$ cat src/rtl/segway_auth_ctrl.sv
// -----------------------------------------------------------------------------
// segway_auth_ctrl
//
// Authorization and power-up controller for the Segway. It consumes BLE command
// bytes from UART_rx and the rider_off status from the load-cell logic, and it
// drives pwr_up, which enables the balance loop and the motor drive. A link-loss
// watchdog treats a silent BLE link while running the same way as a STOP byte.
//
// Ports:
//   i_clk          system clock
//   i_rst          synchronous, active-high reset
//   i_rx_rdy       UART_rx byte-valid flag; stays high until acknowledged
//   i_rx_data      received byte, valid while i_rx_rdy=1
//   i_rider_off    rider has stepped off (load cells below threshold)
//   o_clr_rx_rdy   one-cycle acknowledge pulse back to UART_rx
//   o_pwr_up       high in PWR1/PWR2; enables balance loop and motors
//   o_link_lost    sticky flag, set when the watchdog expires
//   o_bad_cmd      one-cycle pulse for an accepted byte that is not GO/STOP
//   o_auth_state   current state: 00=OFF, 01=PWR1, 10=PWR2
//
// States:
//   OFF  | motors disabled, waiting for GO
//   PWR1 | authorized and running, watchdog active
//   PWR2 | stop requested, waiting for the rider to step off
// -----------------------------------------------------------------------------
module segway_auth_ctrl #(
  parameter logic [7:0]  GO_CODE     = 8'h47,
  parameter logic [7:0]  STOP_CODE   = 8'h53,
  parameter int unsigned LINK_TO_CYC = 1048576,
  parameter int unsigned TO_W        = 21
) (
  input  logic       i_clk,
  input  logic       i_rst,
  input  logic       i_rx_rdy,
  input  logic [7:0] i_rx_data,
  input  logic       i_rider_off,
  output logic       o_clr_rx_rdy,
  output logic       o_pwr_up,
  output logic       o_link_lost,
  output logic       o_bad_cmd,
  output logic [1:0] o_auth_state
);

  typedef enum logic [1:0] {
    ST_OFF  = 2'b00,
    ST_PWR1 = 2'b01,
    ST_PWR2 = 2'b10
  } state_t;

  // Last count value before expiry: the transition fires on the edge where the
  // counter already holds this value, i.e. after exactly LINK_TO_CYC idle cycles.
  localparam logic [TO_W-1:0] WD_LAST = TO_W'(LINK_TO_CYC - 1);

  state_t          r_state;
  state_t          w_next;
  logic            r_clr_rx_rdy;
  logic            r_pwr_up;
  logic            r_link_lost;
  logic            r_bad_cmd;
  logic [TO_W-1:0] r_wdog;

  logic w_accept;
  logic w_go;
  logic w_stop;
  logic w_timeout;
  logic w_link_set;
  logic w_link_clr;

  // The registered acknowledge blocks a second accept while UART_rx still shows
  // the same byte during the acknowledge cycle.
  assign w_accept  = i_rx_rdy & ~r_clr_rx_rdy;
  assign w_go      = w_accept & (i_rx_data == GO_CODE);
  assign w_stop    = w_accept & (i_rx_data == STOP_CODE);
  // Any accepted byte is a heartbeat, so it always beats an expiry in the same cycle.
  assign w_timeout = (r_state == ST_PWR1) & ~w_accept & (r_wdog == WD_LAST);

  always_comb begin
    w_next     = r_state;
    w_link_set = 1'b0;
    w_link_clr = 1'b0;
    case (r_state)
      ST_OFF: begin
        if (w_go) begin
          w_next     = ST_PWR1;
          w_link_clr = 1'b1;
        end
      end
      ST_PWR1: begin
        if (w_stop || w_timeout) begin
          w_next     = i_rider_off ? ST_OFF : ST_PWR2;
          w_link_set = w_timeout;
        end
      end
      ST_PWR2: begin
        // GO beats a simultaneous rider_off.
        if (w_go) begin
          w_next = ST_PWR1;
        end else if (i_rider_off) begin
          w_next = ST_OFF;
        end
      end
      default: w_next = ST_OFF;
    endcase
  end

  always_ff @(posedge i_clk) begin
    if (i_rst) begin
      r_state      <= ST_OFF;
      r_clr_rx_rdy <= 1'b0;
      r_pwr_up     <= 1'b0;
      r_link_lost  <= 1'b0;
      r_bad_cmd    <= 1'b0;
      r_wdog       <= '0;
    end else begin
      r_state      <= w_next;
      r_clr_rx_rdy <= w_accept;
      r_pwr_up     <= (w_next != ST_OFF);
      r_bad_cmd    <= w_accept & ~w_go & ~w_stop;

      if (w_link_clr) begin
        r_link_lost <= 1'b0;
      end else if (w_link_set) begin
        r_link_lost <= 1'b1;
      end

      // Counts only while staying in PWR1 with no accept; held at 0 elsewhere.
      if (w_accept || (w_next != r_state) || (r_state != ST_PWR1)) begin
        r_wdog <= '0;
      end else if (r_wdog != WD_LAST) begin
        r_wdog <= r_wdog + 1'b1;
      end
    end
  end

  assign o_clr_rx_rdy = r_clr_rx_rdy;
  assign o_pwr_up     = r_pwr_up;
  assign o_link_lost  = r_link_lost;
  assign o_bad_cmd    = r_bad_cmd;
  assign o_auth_state = r_state;

endmodule

$ cat config.mk
export PLATFORM = sky130hd
export DESIGN_NAME = segway_auth_ctrl
export DESIGN_NICKNAME = d
export VERILOG_FILES = /design/src/rtl/segway_auth_ctrl.sv
export SDC_FILE = /design/constraint.sdc
export NUM_CORES = 1
export LEC_CHECK = 0
export ABC_AREA = 1
export ABC_CLOCK_PERIOD_IN_PS = 2100
export CORE_UTILIZATION = 54
export DETAILED_ROUTE_END_ITERATION = 8
export PLACE_DENSITY = 0.78
export SETUP_SLACK_MARGIN = 0.2
export SYNTH_ARGS = -nofsm -noshare
export SYNTH_HDL_FRONTEND = slang
export SYNTH_SLANG_ARGS = --single-unit
$ cat constraint.sdc
create_clock -name i_clk -period 2.1 [get_ports i_clk]
set_input_delay 0.42 -clock i_clk [delete_from_list [all_inputs] [get_ports i_clk]]
set_output_delay 0.42 -clock i_clk [all_outputs]
set_load 0.005 [all_outputs]
* Yosys cells after proc, flatten, opt, wreduce, memory -nomap -nowiden
Index checks and enable logic that the tools add are counted.
** Operators by class
- Add/sub/neg operators :: 1
- Bitwise operators :: 11
- Muxes and demuxes :: 10
- Eq/ne operators :: 8
- Reductions and logical operators :: 7
** Operators by type and width (number)
- adder 21 x 1 -> 21 bit (second input constant) :: 1
- == test 21 x 20 -> 1 bit (second input constant) :: 1
- inequality test 21 x 20 -> 1 bit (second input constant) :: 1
- == test 8 x 7 -> 1 bit (second input constant) :: 2
- 2-to-1 mux 2 bit :: 5
- AND 1 bit :: 7
- one-hot mux 2 bit (3 select lines) :: 1
- 2-to-1 mux 1 bit :: 4
- inverter 1 bit :: 4
- OR reduction 2 bit :: 2
- logical OR 1 bit :: 3
- == test 2 x 1 -> 1 bit (second input constant) :: 1
- == test 2 bit (second input constant) :: 1
- logical NOT 2 bit :: 1
- inequality test 2 x 1 -> 1 bit (second input constant) :: 1
- inequality test 2 bit :: 1
- nonzero test 2 bit :: 1
** Word-level totals
- Input port bits :: 12
- Output and inout bits :: 6
- Register bits :: 27

* Logic depth before layout (Yosys ltp)
Gate-level depths: netlist (run 1).
- Depth in word-level cells :: 12
- Gate-level depth with buffers :: 11

* Worst setup path before layout (run 1)
No wires, ideal clock.
- Kind :: reg2reg
- Start point :: register r_wdog[0]
- End point :: register r_wdog[15]
- Path buffers :: 1
- Clock period less this slack :: 1655 ps
- Setup slack :: 445 ps
- Arrival :: 1537 ps
- Data required time :: 1982 ps
- Cell stages (with the launch flop) :: 12
- Library setup time :: 118 ps
- Cell sequence :: dfxtp_1 -> ha_1 -> inv_2 -> nor2_4 -> nand2_2 -> nor2_4 -> nand3_2 -> nand3_2 -> nand2_1 -> nand3_2 -> buf_6 -> nor2_1
** Between the ends
- Cells in the longest elaborated chain, start to end :: 9
- Elaborated cells on any way between the ends :: 11
- Those cells by class :: add/sub: 1; eq/ne: 3; mux: 2; bitwise: 1; reduce/logical: 4
** RTL lines
- from (decl) :: RTL line 60 : logic [TO_W-1:0] r_wdog;
- from (signal assigned) :: RTL line 130 : r_wdog <= r_wdog + 1'b1;
- == test 21 x 20 -> 1 bit :: RTL line 75 : assign w_timeout = (r_state == ST_PWR1) & ~w_accept & (r_wdog == WD_LAST);
- AND 1 bit :: RTL line 75
- logical OR 1 bit :: RTL line 89 : if (w_stop || w_timeout) begin
- 2-to-1 mux 2 bit :: RTL line 89
- one-hot mux 2 bit (3 select lines) :: RTL line 81 : case (r_state)
- inequality test 2 bit :: RTL line 127 : if (w_accept || (w_next != r_state) || (r_state != ST_PWR1)) begin
- logical OR 1 bit (2 in a row) :: RTL line 127
- OR reduction 2 bit (no line)
Parallel ways exist; a longest one is shown, timed or not.
A chain may end at the register's enable or synchronous reset.

* Worst setup path after layout (run 1)
- Start point :: register r_wdog[0]
- End point :: register r_wdog[20]
The elaborated chain is that of the path after synthesis.

==> results of run 1 <==
final timing paths:
check        cells after the start               startpoint  slack, ns                       to
min                              2  r_wdog[20]$_SDFFE_PP0P_       0.48  r_wdog[20]$_SDFFE_PP0P_
min reg2reg                      2  r_wdog[20]$_SDFFE_PP0P_       0.48  r_wdog[20]$_SDFFE_PP0P_
max                             11   r_wdog[0]$_SDFFE_PP0P_       0.29  r_wdog[20]$_SDFFE_PP0P_
max reg2reg                     11   r_wdog[0]$_SDFFE_PP0P_       0.29  r_wdog[20]$_SDFFE_PP0P_
tightest hold or removal path, stage by stage (launching register included):
cell     delay, ns
dfxtp_1       0.34
o21ai_0       0.07
nor2_1        0.05
sequential cells by signal (all words and copies together) (netlist names):
register,flops
o_bad_cmd,1
o_auth_state,2
r_wdog,21
o_link_lost,1
o_pwr_up,1
o_clr_rx_rdy,1
placed cells by master (no fill, tap or decap):
master	n
nor4_1	1
nor3_2	1
a21oi_1	5
nor2_1	56
dfxtp_1	27
xor2_1	9
xnor2_1	5
o31a_1	1
nand2_1	48
ha_1	1
nor3b_1	1
clkinv_2	1
clkdlybuf4s50_1	17
nor2_4	2
buf_12	1
and2_1	1
clkbuf_4	3
nand3b_1	3
nor3_1	8
inv_2	1
nand2_2	2
buf_4	1
nand4_1	3
clkinvlp_4	1
o21ai_0	3
o21a_1	1
nand3_1	6
inv_1	17
or2_2	1
nand3_2	3
cell families (layout without fill, tap and decap cells):
kind of cell,Yosys count,after routing
compound gates,10,10
simple gates,136,136
buf+inv,22,42
xor+xnor,14,14
flops,27,27
fa+ha+maj,1,1
cell type report:
class / count / share of cell area (%)
multi-input combinational: 161 / 47.5
sequential: 27 / 32.3
timing repair buffer: 19 / 11.8
inverter: 19 / 4.34
tap: 30 / 2.24
clock buffer: 3 / 1.35
clock inverter: 1 / 0.449
power by group through the flow:
stage / clock network, W / registers (W) / logic (W)
after global placement: 0 / 0.000527 / 0.0000368
final: 0.000245 / 0.000516 / 0.0000377
after floorplan: 0 / 0.000527 / 0.00000908
after global routing: 0.000261 / 0.000516 / 0.0000413
after CTS: 0.000246 / 0.000516 / 0.0000379
after detailed placement: 0 / 0.000527 / 0.0000378
stage by stage:
| step | setup slack [ns] | utilization, % |
|---|---|---|
| floorplan | 0.445 | - |
| global placement | 0.172 | 65.7 |
| detailed placement | 0.0895 | 65.7 |
| CTS | 0.304 | 66.9 |
| global route | 0.212 | 66.9 |
| finish | 0.291 | 66.9 |
layer usage:
layer  share of wire, %  vias up
met1                 44      612
met4                3.1        0
li1                   -      693
met5                  0        -
met2                 50       31
met3                2.8        9
==> metrics, run 1 <==
Synth Area in Simple Gates=about two fifths; mux cell area share after synthesis=0%; largest net degree at the start of global routing=22; post-synth top area share=a little under two fifths; critical path required time=2.35 ns; Comb power frac=approximately 4.7%; DR pass1 iterations=4; nets@finish=about 240; RePlAce Congestion=0.929; Post-synth EDFFs=0; share of cells above drive strength 1=roughly 7.4%; met2 usage=between 40% and 50%; WP buf/inv=2; Ys Warns=0; Fill cells=213; main combinational cell family by area after synthesis=simple AND/OR/NAND/NOR gates; cell family with most CP delay=simple AND/OR/NAND/NOR gates; clk_skew=roughly 0.012 ns; Async SR Flop Fraction=0%; maximum root-to-sink buffer count=2; num ports=18; Avg Inst Size Synth=6.86 µm²; worst hold slack=0.482 ns; critical path arrival=2.06 ns; Synth Flop Type=dfxtp_1; Synth Register Bits=27; Routed WL=around 3000 µm; Setup CP Type=reg2reg; Core Rows=18; Tmin final=between 1.5 and 2 ns; number of buffers added on ports=17; endpoint class of the critical path=flip-flop; total clock sinks=27; count leader, synth=nor2_1; ANT nets after route=0; endpoints failing setup=0; Via Count=1345; die area=~0.0029 mm²; Iteration-0 DRC Markers=16; Max-Cap Viols=0; Pwr Density=between 400 and 500 mW/mm²; met3 Usage GRT=under 10%; # resized after CTS=0; Synth Area in XOR/XNOR=8.51%; CTS Buf Count=3; finished layout cell area=~0.0017 mm²; clock-pin transition on the worst setup and hold timing paths=around 0.16 ns; DPL Wire Length=~2400 µm; Period Utilization, post-route=a little under nine tenths; f_max=about 550 MHz; first-pass GRT wire length=between 4000 and 5000 µm; DRC errors left=0; All-Layer GR Usage=roughly 23%; CTS Hold Bufs=0; root buf cell=clkbuf_4; final non-filler cell total=between 200 and 300; Crit path top cell by count=nand3_2; Unique masters post-synth=26; worst-skew pair later-pin latency=around 0.35 ns; critical path launch point type=flip-flop; Seq/Total Area, Yosys=between 30% and 40%; critical-path maximum fanout=21; M1 GR Usage=about a quarter; Hold Vio Cnt, Final=0; Peak VDD IR=~0.00047 V; Cell Area, Placed=between 0.0015 and 0.002 mm²; Worst-Margin Slew=around 0.43 ns; Adder-Cell Fraction of Synth Area=less than 1%; CTS tree=built; Area Growth Syn to Fin=16.1%; register area=approximately 540 µm²; Post-CTS Setup Repair Bufs=0; max incr delay on CP=roughly 0.44 ns; register share of total power=between 60 and 70%; Hold Crit Class=reg2reg; Yosys top cell by area=dfxtp_1; H-tree depth=1; switching pwr=0.000185 W; WL per Instance=roughly 12 µm; Syn Std Cell Area=approximately 0.0014 mm²; antenna diode instance count=0; max_slew headroom=70.9%; die width=53.7 µm; clock network power share=30.7%; die height=around 54 µm; Pins Over Slew Limit=0; switch share=between 20% and 30%; Fin Setup TNS=0 ns; initial core utilization=57.7%; core area=around 0.0025 mm²; post-synthesis compound-gate area fraction=3.91%; initial antenna violation count=0; Max stage delay cell, worst path=dfxtp_1; Pint=0.000613 W; most used routing layer=met2; status=complete, no violations; dpl cells=between 200 and 300; vias in the first global route=1163; RSZ-0062 raised after global routing=no; synth cell count leaders=nor2_1 (56), nand2_1 (48), dfxtp_1 (27), inv_1 (17), xor2_1 (9); Area contributors post-synth=dfxtp_1 (38%), nor2_1 (15%), nand2_1 (13%); Cells after Synth=between 200 and 250; Lkg Pwr=between 0.6 and 0.7 nW; syn nets=around 220; total power=around 0.00080 W; GRT overflow=0; multi-input logic area=between 700 and 800 µm²; Avg Vias per Cell=between 5 and 6; worst-path cell chain=ha_1 > inv_2 > nor2_4 > nand2_2 > nor2_4 > nand3_2 > nand3_2 > nand2_1 > nand3_2 > buf_12 > nor2_1
(Power assumes the default switching activity.)
==> run 2: changes to the inputs <==
--- a/config.mk
+++ b/config.mk
@@ -9,6 +9,7 @@
 export ABC_CLOCK_PERIOD_IN_PS = 2100
 export CORE_UTILIZATION = 54
 export DETAILED_ROUTE_END_ITERATION = 8
+export MAX_ROUTING_LAYER = met4
 export PLACE_DENSITY = 0.78
 export SETUP_SLACK_MARGIN = 0.2
 export SYNTH_ARGS = -nofsm -noshare
==> metrics, run 2 (synthesis gave the netlist of run 1 again) <==
first-pass GRT wire length=4820 µm (was 4630 µm); Iteration-0 DRC Markers=22 (was 16); initial core utilization=57.7% (unchanged); Period Utilization, post-route=82.5% (was 86.1%); DR pass1 iterations=4 (unchanged); Worst-Margin Slew=0.354 ns (was 0.434 ns); H-tree depth=1 (unchanged); status=complete, no violations (unchanged); GRT overflow=0 (unchanged); DPL Wire Length=2330 µm (was 2350 µm); CTS tree=built (unchanged); endpoint class of the critical path=output port (was flip-flop); root buf cell=clkbuf_4 (unchanged); number of buffers added on ports=17 (unchanged); WP buf/inv=1 (was 2); Fin Setup TNS=0 ns (unchanged); WL per Instance=11.4 µm (was 11.6 µm); CP Depth=1 (was 11); critical path arrival=1.31 ns (was 2.06 ns); Via Count=1357 (was 1345); Lkg Pwr=0.619 nW (was 0.609 nW); Hold Crit Class=reg2reg (unchanged); num ports=18 (unchanged); DRC errors left=0 (unchanged); Pins Over Slew Limit=0 (unchanged); Peak VDD IR=0.000375 V (was 0.000470 V); share of cells above drive strength 1=8.23% (was 7.39%); worst-skew pair later-pin latency=0.34 ns (was 0.35 ns); f_max=577 MHz (was 553 MHz); reg2reg path depth=11 (unchanged); HP Start=r_wdog[20]$_SDFFE_PP0P_ (unchanged); total clock sinks=27 (unchanged); Setup CP Type=reg2out (was reg2reg); CTS Hold Bufs=0 (unchanged); RePlAce Congestion=0.926 (was 0.929); Avg Vias per Cell=5.20 (was 5.17); die area=0.00288 mm² (unchanged); CP Launch Point=o_auth_state[0]$_SDFF_PP0_ (was r_wdog[0]$_SDFFE_PP0P_); Hold Vio Cnt, Final=0 (unchanged); Area Growth Syn to Fin=16.8% (was 16.1%); clock-pin transition on the worst setup and hold timing paths=0.16 ns (about the same); origin of the critical flop-to-flop path=r_wdog[0]$_SDFFE_PP0P_ (unchanged); critical path launch point type=flip-flop (unchanged); Max-Cap Viols=0 (unchanged); most flop-heavy register=r_wdog (unchanged); All-Layer GR Usage=24.0% (was 22.6%); max FFs per register=21 (unchanged); die height=53.7 µm (unchanged); most common cell after layout, fill and taps aside=nor2_1 (unchanged); critical-path maximum fanout=5 (was 21); WHS Path Cells=2 (unchanged); Core Rows=18 (unchanged); critical path required time=1.68 ns (was 2.35 ns); die width=53.7 µm (unchanged); CTS Buf Count=3 (unchanged); RSZ-0062 raised after global routing=no (unchanged); core area=0.00250 mm² (unchanged); nets@finish=245 (was 244); vias in the first global route=1244 (was 1163); Post-CTS Setup Repair Bufs=0 (unchanged); endpoints failing setup=0 (unchanged); initial antenna violation count=0 (unchanged); worst-path cell chain=clkdlybuf4s50_1 (was ha_1 > inv_2 > nor2_4 > nand2_2 > nor2_4 > nand3_2 > nand3_2 > nand2_1 > nand3_2 > buf_12 > nor2_1); Routed WL=2980 µm (was 3010 µm); antenna diode instance count=0 (unchanged); max_slew headroom=76.2% (was 70.9%); clk_skew=0.00873 ns (was 0.0120 ns); largest net degree at the start of global routing=22 (unchanged); cell family with most CP delay=buffers and inverters (was simple AND/OR/NAND/NOR gates); max incr delay on CP=0.53 ns (was 0.44 ns); Max stage delay cell, worst path=clkdlybuf4s50_1 (was dfxtp_1); most frequent cells in the layout=nor2_1 (56), nand2_1 (48), dfxtp_1 (26) (was nor2_1 (56), nand2_1 (48), dfxtp_1 (27)); Tmin final=1.73 ns (was 1.81 ns); worst hold slack=0.476 ns (was 0.482 ns); ANT nets after route=0 (unchanged); Pwr Density=476 mW/mm² (was 478 mW/mm²); maximum root-to-sink buffer count=2 (unchanged)
[run 2: what timing repair did]
item	4_1_cts	5_1_grt
endpoints found under the setup margin	0	1
hold endpoints to repair	0	0
gates resized for setup	0	1
[run 2: report_power, final]
group | switching [W] | total, W | internal [W]
combinational | 0.0000124 | 0.0000376 | 0.0000253
clock | 0.000170 | 0.000248 | 0.0000780
sequential | 0.00000114 | 0.000516 | 0.000515
total | 0.000184 | 0.000802 | 0.000618
[run 2: final timing paths]
check	to	slack (ns)
worst min register to register	r_wdog[20]$_SDFFE_PP0P_	0.48
worst min-delay path	r_wdog[20]$_SDFFE_PP0P_	0.48
worst max register to register	r_wdog[2]$_SDFFE_PP0P_	0.38
worst max-delay path	o_auth_state[0]	0.37
[run 2: layout make-up]
cell class,instances,area [µm²]
Clock buffer,3,22.5
Multi-Input combinational cell,161,795
Timing Repair Buffer,20,205
Tap cell,30,37.5
Fill cell,220,817
Inverter,19,72.6
Clock inverter,1,8.76
Sequential cell,27,542
[run 2: per-stage QoR]
step | util [%] | instance area [µm²] | setup slack, ns | cells | power, W
4_1_cts | 67.3 | 1680 | 0.308 | 261 | 0.000808
2_1_floorplan | - | 1440 | 0.445 | 210 | 0.000536
3_3_place_gp | 66.0 | 1650 | 0.173 | 257 | 0.000564
3_5_place_dp | 66.0 | 1650 | 0.123 | 257 | 0.000565
5_1_grt | 67.3 | 1680 | 0.262 | 261 | 0.000832
6_report | 67.3 | 1680 | 0.367 | 261 | 0.000802
[run 2: layer usage]
| layer | GRT usage (%) | wire (µm) |
|---|---|---|
| met1 | 22.4 | 1250 |
| met2 | 46.1 | 1570 |
| met3 | 5.37 | 111 |
| met4 | 10.1 | 48 |
| met5 | - | 0 |
